### src/rtl/apu_pulse_bank.sv
// apu_pulse_bank: bank of NUM_CH pulse (square) channels with a registered mix.
// Each channel has a period timer, an 8-step duty sequencer, an envelope
// clocked by quarter-frame strobes and a length counter clocked by
// half-frame strobes. Channel registers are written over the APU register bus.
//
// Ports:
//   ACLK      APU clock, all state changes on the rising edge
//   RES       asynchronous active-high reset
//   wr_en     register write strobe (one cycle)
//   wr_addr   {channel index, register index[1:0]}
//   DB        register write data
//   en_mask   per-channel enable; a disabled channel holds its length at 0
//   qtr_tick  quarter-frame strobe (envelope clock)
//   half_tick half-frame strobe (length counter clock)
//   sq_out    registered 4-bit level per channel, channel i at [4i+3:4i]
//   lc_nz     per-channel length counter non-zero (combinational)
//   mix_out   registered unsigned sum of the sq_out levels
module apu_pulse_bank #(
  parameter int NUM_CH  = 4,
  parameter int TIMER_W = 11,
  parameter int ADDR_W  = $clog2(NUM_CH) + 2
) (
  input  logic                            ACLK,
  input  logic                            RES,
  input  logic                            wr_en,
  input  logic [ADDR_W-1:0]               wr_addr,
  input  logic [7:0]                      DB,
  input  logic [NUM_CH-1:0]               en_mask,
  input  logic                            qtr_tick,
  input  logic                            half_tick,
  output logic [4*NUM_CH-1:0]             sq_out,
  output logic [NUM_CH-1:0]               lc_nz,
  output logic [4+$clog2(NUM_CH+1)-1:0]   mix_out
);

  localparam int MIX_W = 4 + $clog2(NUM_CH + 1);

  logic [1:0]         duty_q   [NUM_CH];
  logic [1:0]         duty_d   [NUM_CH];
  logic               halt_q   [NUM_CH];
  logic               halt_d   [NUM_CH];
  logic               cnst_q   [NUM_CH];
  logic               cnst_d   [NUM_CH];
  logic [3:0]         vol_q    [NUM_CH];
  logic [3:0]         vol_d    [NUM_CH];
  logic [TIMER_W-1:0] period_q [NUM_CH];
  logic [TIMER_W-1:0] period_d [NUM_CH];
  logic [TIMER_W-1:0] timer_q  [NUM_CH];
  logic [TIMER_W-1:0] timer_d  [NUM_CH];
  logic [2:0]         step_q   [NUM_CH];
  logic [2:0]         step_d   [NUM_CH];
  logic               start_q  [NUM_CH];
  logic               start_d  [NUM_CH];
  logic [3:0]         decay_q  [NUM_CH];
  logic [3:0]         decay_d  [NUM_CH];
  logic [3:0]         div_q    [NUM_CH];
  logic [3:0]         div_d    [NUM_CH];
  logic [7:0]         len_q    [NUM_CH];
  logic [7:0]         len_d    [NUM_CH];

  logic [4*NUM_CH-1:0] sq_out_q, sq_out_d;
  logic [MIX_W-1:0]    mix_q, mix_d;
  logic [ADDR_W-1:0]   wr_ch;

  // Shift rather than slice so a single-channel build (no channel bits) still elaborates.
  assign wr_ch = wr_addr >> 2;

  // Pattern listed step 0..7 from MSB to LSB.
  function automatic logic duty_bit(input logic [1:0] duty, input logic [2:0] step);
    logic [7:0] pat;
    case (duty)
      2'b00:   pat = 8'b0100_0000;
      2'b01:   pat = 8'b0110_0000;
      2'b10:   pat = 8'b0111_1000;
      default: pat = 8'b1001_1111;
    endcase
    return pat[3'd7 - step];
  endfunction

  always_comb begin
    duty_d   = duty_q;
    halt_d   = halt_q;
    cnst_d   = cnst_q;
    vol_d    = vol_q;
    period_d = period_q;
    timer_d  = timer_q;
    step_d   = step_q;
    start_d  = start_q;
    decay_d  = decay_q;
    div_d    = div_q;
    len_d    = len_q;
    sq_out_d = '0;
    mix_d    = '0;
    lc_nz    = '0;

    for (int c = 0; c < NUM_CH; c++) begin
      if (timer_q[c] == '0) begin
        timer_d[c] = period_q[c];
        step_d[c]  = step_q[c] + 3'd1;
      end else begin
        timer_d[c] = timer_q[c] - TIMER_W'(1);
      end

      if (qtr_tick) begin
        if (start_q[c]) begin
          start_d[c] = 1'b0;
          decay_d[c] = 4'hF;
          div_d[c]   = vol_q[c];
        end else if (div_q[c] == 4'd0) begin
          div_d[c] = vol_q[c];
          if (decay_q[c] != 4'd0) decay_d[c] = decay_q[c] - 4'd1;
          else if (halt_q[c])     decay_d[c] = 4'hF;
        end else begin
          div_d[c] = div_q[c] - 4'd1;
        end
      end

      if (half_tick && !halt_q[c] && (len_q[c] != 8'd0))
        len_d[c] = len_q[c] - 8'd1;

      // Writes come after the envelope/length updates so a length load
      // beats a same-cycle decrement and a restart beats a same-cycle start clear.
      if (wr_en && (int'(wr_ch) == c)) begin
        case (wr_addr[1:0])
          2'd0: begin
            duty_d[c] = DB[7:6];
            halt_d[c] = DB[5];
            cnst_d[c] = DB[4];
            vol_d[c]  = DB[3:0];
          end
          2'd1: period_d[c][7:0] = DB;
          2'd2: begin
            for (int b = 8; b < TIMER_W; b++) period_d[c][b] = DB[b-8];
          end
          default: begin
            if (en_mask[c]) len_d[c] = {DB[7:3], 3'b111};
            start_d[c] = 1'b1;
            step_d[c]  = 3'd0;
          end
        endcase
      end

      if (!en_mask[c]) len_d[c] = 8'd0;

      lc_nz[c] = (len_q[c] != 8'd0);

      // Periods below 8 are ultrasonic and muted.
      if (duty_bit(duty_q[c], step_q[c]) && (len_q[c] != 8'd0) &&
          (period_q[c] >= TIMER_W'(8)))
        sq_out_d[4*c +: 4] = cnst_q[c] ? vol_q[c] : decay_q[c];

      mix_d = mix_d + MIX_W'(sq_out_q[4*c +: 4]);
    end
  end

  always_ff @(posedge ACLK or posedge RES) begin
    if (RES) begin
      for (int c = 0; c < NUM_CH; c++) begin
        duty_q[c]   <= '0;
        halt_q[c]   <= 1'b0;
        cnst_q[c]   <= 1'b0;
        vol_q[c]    <= '0;
        period_q[c] <= '0;
        timer_q[c]  <= '0;
        step_q[c]   <= '0;
        start_q[c]  <= 1'b0;
        decay_q[c]  <= '0;
        div_q[c]    <= '0;
        len_q[c]    <= '0;
      end
      sq_out_q <= '0;
      mix_q    <= '0;
    end else begin
      duty_q   <= duty_d;
      halt_q   <= halt_d;
      cnst_q   <= cnst_d;
      vol_q    <= vol_d;
      period_q <= period_d;
      timer_q  <= timer_d;
      step_q   <= step_d;
      start_q  <= start_d;
      decay_q  <= decay_d;
      div_q    <= div_d;
      len_q    <= len_d;
      sq_out_q <= sq_out_d;
      mix_q    <= mix_d;
    end
  end

  assign sq_out  = sq_out_q;
  assign mix_out = mix_q;

endmodule
### config.mk
export PLATFORM = sky130hd
export DESIGN_NAME = apu_pulse_bank
export DESIGN_NICKNAME = d
export VERILOG_FILES = /design/src/rtl/apu_pulse_bank.sv
export SDC_FILE = /design/constraint.sdc
export NUM_CORES = 1
export LEC_CHECK = 0
export BUFFER_PORTS_ARGS = -buffer_cell sky130_fd_sc_hd__buf_2
export CORE_MARGIN = 3
export CORE_UTILIZATION = 35
export DETAILED_ROUTE_END_ITERATION = 7
export PLACE_DENSITY = 0.54
export SLEW_MARGIN = 10
export SYNTH_ARGS = -nofsm -noshare
export SYNTH_HDL_FRONTEND = slang
export SYNTH_SLANG_ARGS = --single-unit
export TNS_END_PERCENT = 5
### constraint.sdc
create_clock -name ACLK -period 6.1 [get_ports ACLK]
set_input_delay 0.61 -clock ACLK [delete_from_list [all_inputs] [get_ports ACLK]]
set_output_delay 0.61 -clock ACLK [all_outputs]
set_load 0.02 [all_outputs]
==> flow_metrics.py, run 1 <==
metrics = {
    "sta": {
        "skew_ns": 0.00720,
        "fin_crit_ns": 2.93,
        "whs_ns": 0.231,
        "timing.fmax_mhz": 341,
        "fin_tns_setup_ns": 0,
        "finalSetupViolations": 0,
        "rsz0062_at_grt": "no",
        "worstMarginPinSlew_ns": 1.12,
        "post-route-period-util": 0.481,
        "maxSlewViolCount": 0,
        "setup_ws_ns": 3.17,
        "max-slew-margin-rel": 0.252,
        "hold_viol_final": 0,
    },
    "final_layout": {
        "drive_above_1_share": 0.113,
        "layout_common_cells": "dfrtp_1, nor2_1, inv_1",
        "nets": 1195,
        "final_core_util": 0.404,
        "diodes": 0,
        "final_common_cell": "dfrtp_1",
        "final_area_um2": 12800,
        "syn2layout_area_growth_pct": 13.0,
    },
    "routing": {
        "wirelength_um": 25900,
        "drcViolationCount": 0,
        "ant_nets": 0,
        "first_pass_iters": 5,
        "drt_iter0_drc": 440,
        "avgRoutedWirePerCell_um": 16.7,
        "viasPerCell": 5.17,
        "vias": 8001,
    },
    "clock_tree": {
        "clockBufferDepth": 3,
        "cts_root_buf": "clkbuf_16",
        "cts.sink_count": 222,
        "cts_resized": 0,
        "clk_latency_ns": 0.52,
        "numCtsBuffers": 26,
        "htreeDepth": 1,
        "path_clk_slew_ns": 0.06,
        "cts_tree": "yes",
        "cts_hold_buf": 0,
        "post-cts-setup-buffers": 0,
    },
    "outcome": {
        "status": "finished, final reports clean",
    },
    "grt": {
        "grt_pass1_wl_um": 42100,
        "grt_util_all_layers": 0.152,
        "grt_pass1_vias": 7808,
        "grt_overflow": 0,
        "antenna_found_initial": 4,
        "grt_max_degree": 174,
    },
    "critical_path": {
        "cp.required_ns": 5.49,
        "worstPathArrival_ns": 2.32,
        "start_kind": "flop",
        "cp_num_buf_inv": 2,
        "critical_path.max_stage_delay_ns": 0.63,
        "path_max_fanout": 7,
        "crit_type": "reg2out",
        "cp_top_family": "simple AND/OR/NAND/NOR gates",
        "worstPathCellList": "inv_1 > ha_1 > nor3b_1 > nand2_1 > buf_2",
        "cp-end-kind": "output port",
        "slowest_stage": "nor3b_1",
    },
    "die": {
        "die_h_um": 186,
        "rows": 65,
        "die_area_um2": 34600,
        "die_w_um": 186,
        "ios": 48,
        "initial_core_util": 0.357,
        "core_area_um2": 31700,
    },
    "power_and_ir_drop": {
        "ir_drop_v": 0.000189,
        "leakage_nw": 5.72,
        "powerDensity_nw_per_um2": 483,
    },
    "synth": {
        "avgSynthCellArea_um2": 10.4,
        "yosysWarnings": 0,
        "synth-seq-cells": 222,
        "async_flop_share": 1.00,
        "synth_edf_count": 0,
        "yosysSeqAreaShare": 0.490,
        "synth_flop_cell": "dfrtp_1",
        "syn_area_um2": 11300,
        "synth_cell_types": 62,
        "synthCells": 1089,
        "synth_nets": 1155,
    },
    "run": {
        "cap_viol_max_count": 0,
    },
    "placement": {
        "gp_congestion": 0.774,
        "hpwlAfterDp_um": 17700,
        "port_buffers": 46,
        "place_area_um2": 12000,
        "place_ws_ns": 3.43,
    },
    "hold_path": {
        "min_path_type": "in2async",
    },
}
layout make-up:
cell class | count | area, µm²
clock inverter | 7 | 63.8
timing repair buffer | 50 | 273
fill | 3081 | 18900
multi-input combinational | 741 | 5300
sequential | 222 | 5560
clock buffer | 39 | 781
inverter | 88 | 334
tap | 402 | 503
kinds of logic (layout without fill, tap and decap cells):
| kind of cell | Yosys count | after routing | share of synthesized area |
|---|---|---|---|
| muxes | 109 | 109 | 0.105 |
| adders and majority gates | 45 | 45 | 0.0550 |
| AOI/OAI and AO/OA | 198 | 198 | 0.110 |
| xor gates and xnor gates | 57 | 57 | 0.0441 |
| DFF | 222 | 222 | 0.490 |
| and+or+nand+nor | 331 | 331 | 0.153 |
| buffers and inverters | 126 | 184 | 0.0423 |
| other | 1 | 1 | 0.000331 |
report_power, final:
group,switching [W],internal [W]
combinational,0.00117,0.000974
clock,0.000602,0.000920
sequential,0.000523,0.00200
stage by stage:
stage / power [W] / cells
floorplan: 0.00411 / 1089
global placement: 0.00466 / 1503
detailed placement: 0.00470 / 1503
CTS: 0.00626 / 1549
global route: 0.00668 / 1549
finish: 0.00619 / 1549
cell usage after synthesis (9+ instances only):
library cell	count	area, µm²
nand2b_1	15	93.8
mux2i_1	33	330
dfrtp_1	222	5560
nand3_1	36	180
a211oi_1	16	120
mux2_2	33	372
ha_1	37	463
o21ai_1	9	45.0
or3_1	13	81.3
o21ai_0	48	240
xor2_1	18	158
nor3b_1	13	97.6
nor4_1	23	144
clkbuf_1	31	116
a21oi_1	66	330
mux2_1	43	484
nand3b_1	9	67.6
nor2_1	112	420
inv_1	88	330
nand2_1	32	120
nor3_1	34	170
xnor2_1	39	342
state kept, by name (all words and copies together), names as in the netlist:
signal	cells
step_q	12
duty_q	8
mix_out	6
vol_q	16
sq_out	16
period_q	44
halt_q	4
decay_q	16
div_q	16
timer_q	44
cnst_q	4
len_q	32
start_q	4
layer usage:
metal / global-route usage / up-vias / wire, µm
li1: - / 3931 / -
met1: 0.221 / 3917 / 12800
met2: 0.238 / 100 / 11600
met3: 0.0252 / 47 / 948
met4: 0.0369 / 6 / 507
met5: 0 / - / 41
tightest hold or removal path: stages:
cell	delay, ns
buf_2	0.11
clkinvlp_4	0.07
buf_12	0.49
worst paths after layout:
kind | from | endpoint | slack [ns] | depth (start not counted)
setup / recovery | len_q[16] | lc_nz[1] | 3.17 | 5
hold / removal | RES | decay_q[12] | 0.23 | 3
setup reg to reg | timer_q[33] | step_q[11] | 3.38 | 6
hold reg to reg | timer_q[22] | timer_q[22] | 0.48 | 1
max in group asynchronous | RES | decay_q[4] | 4.64 | 4
min in group ACLK | en_mask[0] | len_q[27] | 0.37 | 3
Note: power is estimated with default switching activity, not from simulation.
==> inputs of run 2 (changes only) <==
- PLACE_DENSITY: 0.54 -> 0.52
- clock period: 6.1 -> 2.99 ns (I/O delays scaled with it)
==> run 2 against run 1 <==
Sequential power increased by 100%; non-clock buffer count increased by 12; cell area increased by 1.4%; via count increased by 0.94%; global-route usage increased by 0.35 points; critical endpoint unchanged.
==> flow_metrics.py, run 2 (same netlist as run 1, synthesis figures left out) <==
metrics = {
    "outcome": {
        "status": "finished, final reports clean",
    },
    "critical_path": {
        "start_kind": "flop",
        "critPathLaunch": "len_q[16]",
        "crit_type": "reg2out",
        "path_max_fanout": 7,
        "worstPathArrival_ns": 2.33,
        "ff2ff_setup_slack_ns": 0.55,
        "rr_startpoint": "sq_out[1]",
        "cp.required_ns": 2.69,
        "cp-end-kind": "output port",
    },
    "placement": {
        "hpwlAfterDp_um": 18100,
        "port_buffers": 46,
        "gp_congestion": 0.804,
    },
    "clock_tree": {
        "clk_latency_ns": 0.53,
        "numCtsBuffers": 26,
        "path_clk_slew_ns": 0.06,
        "cts_root_buf": "clkbuf_16",
        "cts.sink_count": 222,
        "cts_tree": "yes",
        "clockBufferDepth": 3,
        "htreeDepth": 1,
    },
    "run": {
        "cap_viol_max_count": 0,
    },
    "die": {
        "die_h_um": 186,
        "rows": 65,
        "die_area_um2": 34600,
        "initial_core_util": 0.357,
        "die_w_um": 186,
        "ios": 48,
        "core_area_um2": 31700,
    },
    "sta": {
        "maxSlewViolCount": 0,
        "worstMarginPinSlew_ns": 0.787,
        "finalSetupViolations": 0,
        "fin_crit_ns": 2.63,
        "rsz0062_at_grt": "no",
        "hold_viol_final": 0,
        "skew_ns": 0.0138,
        "timing.fmax_mhz": 380,
        "whs_ns": 0.0625,
        "post-route-period-util": 0.881,
        "max-slew-margin-rel": 0.473,
    },
    "grt": {
        "grt_overflow": 0,
        "grt_pass1_vias": 7871,
        "grt_max_degree": 89,
        "grt_util_all_layers": 0.155,
        "antenna_found_initial": 2,
        "grt_pass1_wl_um": 42900,
    },
    "final_layout": {
        "drive_above_1_share": 0.123,
        "syn2layout_area_growth_pct": 14.6,
        "diodes": 0,
        "nets": 1207,
        "layout_common_cells": "dfrtp_1, nor2_1, inv_1",
        "final_common_cell": "dfrtp_1",
        "largestRegisters": "period_q x44, timer_q x44, len_q x32",
    },
    "hold_path": {
        "hold_start": "en_mask[0]",
        "min_path_type": "in2reg",
    },
    "routing": {
        "drcViolationCount": 0,
        "drt_iter0_drc": 490,
        "wirelength_um": 26300,
        "avgRoutedWirePerCell_um": 16.8,
        "ant_nets": 0,
        "viasPerCell": 5.17,
        "vias": 8076,
        "first_pass_iters": 5,
    },
    "power_and_ir_drop": {
        "leakage_nw": 5.82,
        "ir_drop_v": 0.000508,
        "power_w": 0.0129,
        "powerDensity_nw_per_um2": 996,
    },
}
-- run 2: area by class of cell --
cell class	instances	area, µm²
timing repair buffer	62	390
clock inverter	5	75.1
sequential	222	5560
tap	402	503
clock buffer	43	836
fill	3109	18700
multi-input combinational	741	5300
inverter	88	334
-- run 2: worst max-delay path, cell delays in order, from the launching register on --
cell,delay [ns]
dfrtp_1,0.40
inv_1,0.09
ha_1,0.18
nor3b_1,0.64
nand2_1,0.27
buf_2,0.23
-- run 2: final timing paths --
path,end,cells after the start
worst min-delay path,len_q[30],3
worst min register to register,timer_q[11],1
worst max-delay path,lc_nz[1],5
min in group asynchronous,decay_q[12],4
worst max register to register,mix_out[5],10
max in group asynchronous,period_q[0],4
-- run 2: per-stage QoR --
step | cell area [µm²] | worst slack [ns] | setup TNS (ns) | cells | util
2_1_floorplan | 11300 | -0.205 | -45.52 | 1089 | -
3_3_place_gp | 12100 | 0.601 | 0 | 1514 | 0.381
3_5_place_dp | 12100 | 0.556 | 0 | 1514 | 0.381
4_1_cts | 13000 | 0.357 | 0 | 1563 | 0.410
5_1_grt | 13000 | 0.260 | 0 | 1563 | 0.410
6_report | 13000 | 0.357 | 0 | 1563 | 0.410
-- run 2: layer usage --
metal,track usage,vias to the layer above,share of wire
li1,-,3967,-
met1,0.226,3949,0.49
met2,0.246,115,0.45
met3,0.0235,43,0.036
met4,0.0346,2,0.020
met5,0,-,0.00049
-- run 2: power breakdown --
group / leakage, nW / switching [W] / internal [W]
clock network: 0.452 / 0.00126 / 0.00207
registers: 2.78 / 0.00105 / 0.00408
logic: 2.58 / 0.00243 / 0.00206
-- run 2: repair_timing --
action	4_1_cts	5_1_grt
buffers inserted	0	0
hold endpoints to repair	137	0
gates resized for setup	0	0
hold buffers	1	0
